### src/rtl/bcd_to_binary_seq.sv
// Sequential 4-digit BCD to binary converter, MSD-first multiply-by-10 accumulate.
// Optional digit range check enabled by defining BCD_CHECK_EN.
module bcd_to_binary_seq #(
  parameter int BIN_W = 14
) (
  input  logic             clk,
  input  logic             reset,
  input  logic             start,
  input  logic [3:0]       thos,
  input  logic [3:0]       hund,
  input  logic [3:0]       tens,
  input  logic [3:0]       ones,
  output logic             busy,
  output logic             done,
  output logic [BIN_W-1:0] binary,
  output logic             err
);

  typedef enum logic {IDLE, CALC} state_t;

  state_t             state_q, state_d;
  logic [15:0]        dig_q, dig_d;
  logic [BIN_W+3:0]   acc_q, acc_d, acc_nxt;
  logic [1:0]         idx_q, idx_d;
  logic               busy_q, busy_d;
  logic               done_q, done_d;
  logic [BIN_W-1:0]   bin_q, bin_d;
  logic [3:0]         digit;
  logic               last;

  assign digit   = dig_q[{idx_q, 2'b00} +: 4];
  assign acc_nxt = (acc_q << 3) + (acc_q << 1)
                 + {{BIN_W{1'b0}}, digit};
  assign last    = (state_q == CALC) && (idx_q == 2'd0);

`ifdef BCD_CHECK_EN
  logic err_q, err_d;
  logic bad;

  assign bad = (dig_q[15:12] > 4'd9) || (dig_q[11:8] > 4'd9)
            || (dig_q[7:4] > 4'd9) || (dig_q[3:0] > 4'd9);
  assign err = err_q;
`else
  assign err = 1'b0;
`endif

  always_ff @(posedge clk or posedge reset) begin
    if (reset) begin
      state_q <= IDLE;
      dig_q   <= '0;
      acc_q   <= '0;
      idx_q   <= '0;
      busy_q  <= 1'b0;
      done_q  <= 1'b0;
      bin_q   <= '0;
`ifdef BCD_CHECK_EN
      err_q   <= 1'b0;
`endif
    end else begin
      state_q <= state_d;
      dig_q   <= dig_d;
      acc_q   <= acc_d;
      idx_q   <= idx_d;
      busy_q  <= busy_d;
      done_q  <= done_d;
      bin_q   <= bin_d;
`ifdef BCD_CHECK_EN
      err_q   <= err_d;
`endif
    end
  end

  always_comb begin
    state_d = state_q;
    case (state_q)
      IDLE:    if (start) state_d = CALC;
      CALC:    if (last)  state_d = IDLE;
      default: state_d = IDLE;
    endcase
  end

  always_comb begin
    dig_d  = dig_q;
    acc_d  = acc_q;
    idx_d  = idx_q;
    busy_d = busy_q;
    done_d = 1'b0;
    bin_d  = bin_q;
`ifdef BCD_CHECK_EN
    err_d  = err_q;
`endif
    if (state_q == IDLE && start) begin
      dig_d  = {thos, hund, tens, ones};
      acc_d  = '0;
      idx_d  = 2'd3;
      busy_d = 1'b1;
    end
    if (state_q == CALC) begin
      acc_d = acc_nxt;
      idx_d = idx_q - 2'd1;
      if (last) begin
        busy_d = 1'b0;
        done_d = 1'b1;
`ifdef BCD_CHECK_EN
        err_d  = bad;
        bin_d  = bad ? '0 : acc_nxt[BIN_W-1:0];
`else
        bin_d  = acc_nxt[BIN_W-1:0];
`endif
      end
    end
  end

  assign busy   = busy_q;
  assign done   = done_q;
  assign binary = bin_q;

endmodule

### config.mk
export PLATFORM = sky130hd
export DESIGN_NAME = bcd_to_binary_seq
export DESIGN_NICKNAME = d
export VERILOG_FILES = /design/src/rtl/bcd_to_binary_seq.sv
export SDC_FILE = /design/constraint.sdc
export NUM_CORES = 1
export LEC_CHECK = 0
export CAP_MARGIN = 20
export CORE_MARGIN = 5
export CORE_UTILIZATION = 30
export DETAILED_ROUTE_END_ITERATION = 7
export SYNTH_ARGS = -nofsm -noshare
export SYNTH_HDL_FRONTEND = slang
export SYNTH_SLANG_ARGS = --single-unit
### constraint.sdc
create_clock -name clk -period 4.7 [get_ports clk]
set_clock_uncertainty 0.05 [all_clocks]
set_input_delay 0.47 -clock clk [delete_from_list [all_inputs] [get_ports clk]]
set_output_delay 0.47 -clock clk [all_outputs]
set_load 0.01 [all_outputs]
; Word-level counts from Yosys, hierarchy flattened
; Index checks and enable logic that the tools add are counted.
; W data, S select, Z words.
[word_totals]
ff_bits = 48
wordCells = 29
output_inout_bits = 17
in_bits = 19
[classes]
addsub = 3
n_reduce_logical = 5
mux = 12
bitwise_logic = 1
n_shift = 1
[op_table]
columns = op, n
row1 = $mux W13, 2
row2 = $shiftx A16 B5 Y4, 1
row3 = $add A14 B14 Y14, 1
row4 = $add A14 B4 Y14, 1
row5 = $mux W1, 7
row6 = $mux W2, 2
row7 = $logic_and A1 B1 Y1, 2
row8 = $logic_not A2 Y1, 1
row9 = $pmux W1 S2, 1
row10 = $reduce_and A2 Y1, 1
row11 = $reduce_bool A2 Y1, 1
row12 = $sub A2 B1 Y2 const B, 1
row13 = $not A1 Y1, 1

; Depth between registers and ports, before layout
; Gate-level depths: netlist (run 1).
[depth]
word_depth = 5
mapped_depth = 11
mapped_depth_nobuf = 10

; Worst setup path before layout (run 1)
; Ideal clock, no wire load.
[synth_timing]
path_kind = register to register
from = reg idx_q[0]
to = reg acc_q[11]
path_stages_with_launch = 12
synth_period_minus_slack_ns = 3.131
setup_time_ns = 0.122
required_ns = 4.528
arrival_ns = 2.960
path_slack_ns = 1.569
path_buffers = 1
path_cell_list = dfrtp_1 clkbuf_1 mux4_2 inv_1 fa_1 inv_1 ha_1 a21o_1 nand4_1 a211oi_1 or3_1 a32o_1
[synth_via]
elab_chain_cells = 3
[synth_rtl]
columns = element, line
row1 = from (decl), 24  ; logic [1:0] idx_q, idx_d;
row2 = from (signal assigned), 63  ; idx_q <= idx_d;
row3 = $shiftx A16 B5 Y4, 31  ; assign digit = dig_q[{idx_q, 2'b00} +: 4];
row4 = $add A14 B4 Y14, 33  ; + {{BIN_W{1'b0}}, digit};
row5 = $mux W13, 98  ; if (state_q == CALC) begin
row6 = to (signal assigned), 51  ; acc_q <= '0;
row7 = to (signal assigned), 62  ; acc_q <= acc_d;
row8 = to (decl), 23  ; logic [BIN_W+3:0] acc_q, acc_d, acc_nxt;
; Every way passes these cells.
; A chain may end at the register's enable or synchronous reset.

; Worst setup path after layout (run 1)
; Ends and elaborated chain as after synthesis.

==> flow_metrics.py, run 1 <==
metrics = {
    "global_route": {
        "grt.total_usage_pct": 10.94,
        "grt_pass1_wl_um": 9839,
        "antenna_found_initial": 0,
        "gr-total-overflow": 0,
        "grt_max_degree": 49,
        "grt_pass1_vias": 1949,
    },
    "layout": {
        "fillers": 830,
        "layout_common_cells": "48 x dfrtp_1, 34 x clkdlybuf4s50_1, 32 x nand2_1, 23 x ha_1, 19 x mux2_2",
        "antenna_cells": 0,
        "finalCoreUtilization_pct": 37.11,
        "drive_gt1_share_pct": 14.81,
        "layout_commonest_cell": "dfrtp_1",
        "final_nets": 313,
        "fin_cells": 378,
        "multi_input_area_um2": 1335,
        "register_area_um2": 1201,
        "area_growth_pct": 21.66,
        "fin_area_um2": 3204,
    },
    "place": {
        "routabilityCongestion": 0.8211,
        "placed_cell_area_um2": 3068,
        "hpwl_um": 4177,
        "place_ws_ns": 1.472,
        "io_buffers": 34,
        "place_inst": 369,
    },
    "sta": {
        "fmax_mhz": 310.5,
        "hold_slack_ns": 0.3060,
        "rsz0062_at_grt": "false",
        "worst_slack_ns": 1.479,
        "setup_viol": 0,
        "slew_violations": 0,
        "hold_viol_final": 0,
        "final.setup.tns_ns": 0,
        "worst_pin_slew_ns": 0.7750,
        "finalCritPeriodShare_pct": 68.53,
        "slew_headroom_pct": 48.34,
        "min_period_ns": 3.221,
    },
    "synth": {
        "synth_cells": 237,
        "synth.top_cell.area_share_pct": 45.61,
        "synth.ff_latch_count": 48,
        "ys.warnings.count": 0,
        "synth-edff-count": 0,
        "netlist_area_um2": 2634,
        "synthFlopType": "dfrtp_1",
        "synth.avg_cell_area_um2": 11.11,
        "ys_async_sr_fraction_pct": 100.0,
        "synth_area_leaders": "dfrtp_1 46%, ha_1 11%, mux2_2 8.1%",
        "synth-seq-area-share_pct": 45.61,
        "synthDistinctLibCells": 44,
        "syn-num-nets": 281,
        "synth_area_leader_cell": "dfrtp_1",
    },
    "clock_network": {
        "cts.clk_slew.worst_paths_ns": 0.10,
        "clk_path_buf_depth": 2,
        "holdBufCountCts": 0,
        "clockRootBuffer": "clkbuf_8",
        "clk_latency_ns": 0.31,
        "h-tree-depth": 2,
        "cts_inserted_buffers": 5,
        "cts_setup_buffers": 0,
        "cts_tree": "built",
        "cts-resized-gates": 0,
        "clock_sinks": 48,
    },
    "setup_path": {
        "r2r_slack_ns": 1.48,
        "crit_path_start_kind": "register",
        "required_ns": 4.85,
        "endpoint": "acc_q[11]",
        "crit_start": "idx_q[0]",
        "crit_type": "register to register",
        "r2r_cells": 10,
        "timing.rr.end": "acc_q[11]",
        "end_kind": "register",
        "cp_data_arrival_time_ns": 3.37,
        "reg2reg_from": "idx_q[0]",
        "path_max_fanout": 7,
    },
    "power_and_ir_drop": {
        "total_leakage_power_nw": 1.452,
        "ir_drop_mv": 0.2639,
        "power_mw": 2.656,
        "power.density_nw_per_um2": 829.0,
    },
    "route": {
        "dr_total_vias": 1893,
        "detail_route.vias_per_cell": 5.008,
        "drt_first_pass_iters": 4,
        "wl_um": 5796,
        "drtIter0Drc": 118,
        "ant_nets": 0,
        "routedWlPerCell_um": 15.33,
        "drc": 0,
    },
    "outcome": {
        "outcome": "finished clean",
    },
    "hold_path": {
        "hold_path_class": "primary input to asynchronous set/reset pin",
    },
    "die": {
        "io_pins": 36,
        "core_um2": 8636,
        "die_x_um": 103.7,
        "die_area_um2": 10750,
        "start_util_pct": 30.50,
        "core.rowCount": 34,
        "die_y_um": 103.7,
    },
    "flow_run": {
        "maxCapViolCount": 0,
    },
}
## kinds of logic (layout without fill, tap and decap cells)
kind of cell	count (synthesis)	count (layout)	synth area share [%]
multiplexers	23	23	11.54
adder cells (fa/ha/maj)	25	25	12.45
XOR/XNOR	7	7	2.328
AND/OR/NAND/NOR	61	61	10.97
buffers and inverters	24	57	3.705
other	1	1	0.1424
AO/OA/AOI/OAI	48	48	13.25
flip-flops	48	48	45.61
## worst max-delay path, cell delays in order, from the launching register on
cell      delay, ns
dfrtp_1        0.54
mux4_2         0.55
inv_1          0.08
fa_1           0.46
inv_1          0.09
ha_1           0.23
a21o_1         0.19
nand4_1        0.16
a211oi_1       0.12
or3_1          0.38
a32o_1         0.27
## area by class of cell
| class | count | area share, % |
|---|---|---|
| inverter | 13 | 1.523 |
| clock buffer | 5 | 2.148 |
| clock inverter | 3 | 1.484 |
| sequential | 48 | 37.49 |
| tap | 108 | 4.217 |
| multi-input combinational | 165 | 41.66 |
| timing repair buffer | 36 | 11.48 |
## flip-flops by register name, summed over array words and instances, names as in the netlist
| register | flops |
|---|---|
| busy | 1 |
| binary | 14 |
| idx_q | 2 |
| state_q | 1 |
| acc_q | 13 |
| dig_q | 16 |
| done | 1 |
## report_power, final
group	total (mW)	switching (mW)	internal (mW)	leakage, nW
sequential	0.795	0.169	0.626	0.581
clock	0.310	0.150	0.160	0.0583
combinational	1.55	0.783	0.768	0.812
total	2.66	1.10	1.55	1.45
## worst min path at each step
stage | startpoint | endpoint | cells after the start
after global routing | reset | acc_q[8] | 2
after detailed placement | binary[1] | binary[1] | 2
after floorplan | acc_q[11] | acc_q[11] | 1
after CTS | binary[1] | binary[1] | 2
final | reset | binary[8] | 2
after global placement | binary[4] | binary[4] | 2
## layer usage
layer	routed length (µm)	GRT usage, %	vias to the layer above
met5	0	0	-
met2	2868	18.58	37
met1	2625	14.03	931
li1	-	-	916
met4	81	3.330	0
met3	221	2.114	9
## synthesized netlist by cell type, types with 3 or more instances
master / count
nand2_1: 32
o21ai_0: 8
a32o_1: 3
and2_1: 3
a31o_2: 3
clkbuf_1: 6
nor2b_1: 3
nor2_1: 6
xnor2_1: 3
a22o_1: 4
dfrtp_1: 48
ha_1: 23
nor3_1: 3
mux4_2: 4
buf_2: 3
nand4_1: 3
inv_1: 12
a21o_1: 5
mux2_2: 19
or3_1: 3
nand3_1: 3
a21oi_1: 9
xor2_1: 4
Note: power is estimated with default switching activity, not from simulation.
==> run 2: changes to the inputs <==
==> constraint.sdc (replaced) <==
create_clock -name clk -period 2.6 [get_ports clk]
set_clock_uncertainty 0.05 [all_clocks]
set_input_delay 0.26 -clock clk [delete_from_list [all_inputs] [get_ports clk]]
set_output_delay 0.26 -clock clk [all_outputs]
set_load 0.01 [all_outputs]
==> flow_metrics.py, run 2 (same netlist as run 1, synthesis figures left out) <==
metrics = {
    "sta": {
        "worst_slack_ns": -0.3857,
        "worst_pin_slew_ns": 0.5870,
        "setup_viol": 16,
        "final.setup.tns_ns": -4.407,
        "min_period_ns": 2.986,
        "hold_viol_final": 0,
        "rsz0062_at_grt": "true",
        "slew_headroom_pct": 60.62,
        "slew_violations": 0,
        "fmax_mhz": 334.9,
        "finalCritPeriodShare_pct": 114.8,
    },
    "layout": {
        "area_growth_pct": 33.92,
        "antenna_cells": 0,
        "final_nets": 337,
        "finalCoreUtilization_pct": 40.84,
        "layout_common_cells": "47 x dfrtp_1, 34 x clkdlybuf4s50_1, 31 x nand2_1, 25 x buf_4, 20 x ha_1",
        "layout_commonest_cell": "dfrtp_1",
        "top_register": "dig_q",
        "largest_reg_flops": 16,
        "drive_gt1_share_pct": 29.59,
    },
    "global_route": {
        "use_met1_pct": 14.54,
        "busiest_layer": "met2",
        "antenna_found_initial": 0,
        "grt_pass1_wl_um": 10490,
        "gr-total-overflow": 0,
        "use_met3_pct": 2.301,
        "grt.total_usage_pct": 11.63,
        "grtUsageMet2_pct": 20.54,
        "grt_pass1_vias": 2127,
        "grt_max_degree": 24,
    },
    "setup_path": {
        "timing.rr.end": "acc_q[12]",
        "crit_path_start_kind": "register",
        "crit_type": "register to register",
        "reg2reg_from": "idx_q[0]",
        "r2r_slack_ns": -0.39,
        "r2r_cells": 12,
        "path_max_fanout": 3,
        "cp_data_arrival_time_ns": 3.14,
        "required_ns": 2.75,
        "end_kind": "register",
    },
    "die": {
        "die_area_um2": 10750,
        "core_um2": 8636,
        "io_pins": 36,
        "core.rowCount": 34,
        "die_y_um": 103.7,
        "start_util_pct": 30.50,
        "die_x_um": 103.7,
    },
    "outcome": {
        "violations": "negative setup slack",
        "outcome": "complete, but fails checks",
    },
    "route": {
        "drtIter0Drc": 66,
        "drt_first_pass_iters": 4,
        "routedWlPerCell_um": 15.12,
        "ant_nets": 0,
        "drc": 0,
        "wl_um": 6079,
        "detail_route.vias_per_cell": 4.953,
        "dr_total_vias": 1991,
    },
    "clock_network": {
        "h-tree-depth": 2,
        "cts_inserted_buffers": 5,
        "clk_path_buf_depth": 2,
        "cts.clk_slew.worst_paths_ns": 0.10,
        "holdBufCountCts": 0,
        "clockRootBuffer": "clkbuf_8",
        "clk_latency_ns": 0.31,
        "cts_tree": "built",
        "clock_sinks": 48,
    },
    "place": {
        "hpwl_um": 4382,
        "io_buffers": 34,
        "routabilityCongestion": 0.8300,
    },
    "power_and_ir_drop": {
        "power_mw": 5.665,
        "ir_drop_mv": 0.5329,
        "power.density_nw_per_um2": 1606,
        "total_leakage_power_nw": 1.586,
    },
    "flow_run": {
        "maxCapViolCount": 0,
    },
    "hold_path": {
        "hold_path_class": "primary input to asynchronous set/reset pin",
    },
}
==> run 2: changes by cell type in the layout (fill, tap and decap cells not counted), sizes merged <==
cell | before | now
buf | 2 | 26
==> run 2: how the worst max path moves through the flow <==
stage                   from         end  slack, ns  cells after the start
global placement    idx_q[0]  binary[13]      -0.36                     10
detailed placement  idx_q[0]  binary[13]      -0.41                     10
finish              idx_q[0]   acc_q[12]      -0.39                     12
CTS                 idx_q[0]   binary[9]      -0.37                     10
global route        idx_q[0]   binary[9]      -0.49                     10
floorplan           idx_q[0]    acc_q[9]      -0.27                     11
==> run 2: metal layers <==
layer,vias to the layer above,part of all wire (%)
met2,38,52
met5,-,0
met1,986,44
met3,3,3.1
li1,964,-
met4,0,0.63
==> run 2: repair_timing <==
item,in CTS,in global routing
resized for setup,6,22
endpoints found under the setup margin,17,19
buffers inserted,4,3
gates cloned,0,0
pin swaps,12,13
endpoints found under the hold margin,0,0
==> run 2: power breakdown <==
part / internal (mW) / switching [mW]
registers: 1.13 / 0.261
clock network: 0.290 / 0.268
logic: 1.92 / 1.79
==> run 2: layout make-up <==
| cell class | count | area (µm²) |
|---|---|---|
| Clock buffer | 5 | 68.82 |
| Timing Repair Buffer | 60 | 539.3 |
| Clock inverter | 3 | 47.55 |
| Inverter | 13 | 48.80 |
| Sequential cell | 48 | 1202 |
| Tap cell | 108 | 135.1 |
| Multi-Input combinational cell | 165 | 1485 |
| Fill cell | 825 | 5109 |
==> run 2: through the flow <==
stage	setup slack, ns	std cells	hold slack, ns	cell area, µm²
6_report	-0.3857	402	0.2431	3527
5_1_grt	-0.4915	402	0.2918	3527
4_1_cts	-0.3725	400	0.2452	3393
3_5_place_dp	-0.4069	388	0.4262	3224
3_3_place_gp	-0.3586	388	0.4201	3224
2_1_floorplan	-0.2654	237	0.3616	2658
==> run 2: critical path, cell delays in order, from the launching register on <==
cell and delay [ns]:
dfrtp_2 0.44, buf_4 0.13, buf_4 0.13, mux4_2 0.46
ha_4 0.19, ha_4 0.15, inv_2 0.06, fa_2 0.25
nor2b_4 0.06, o2111ai_4 0.22, a21oi_2 0.10, or3_4 0.37
a32o_1 0.27
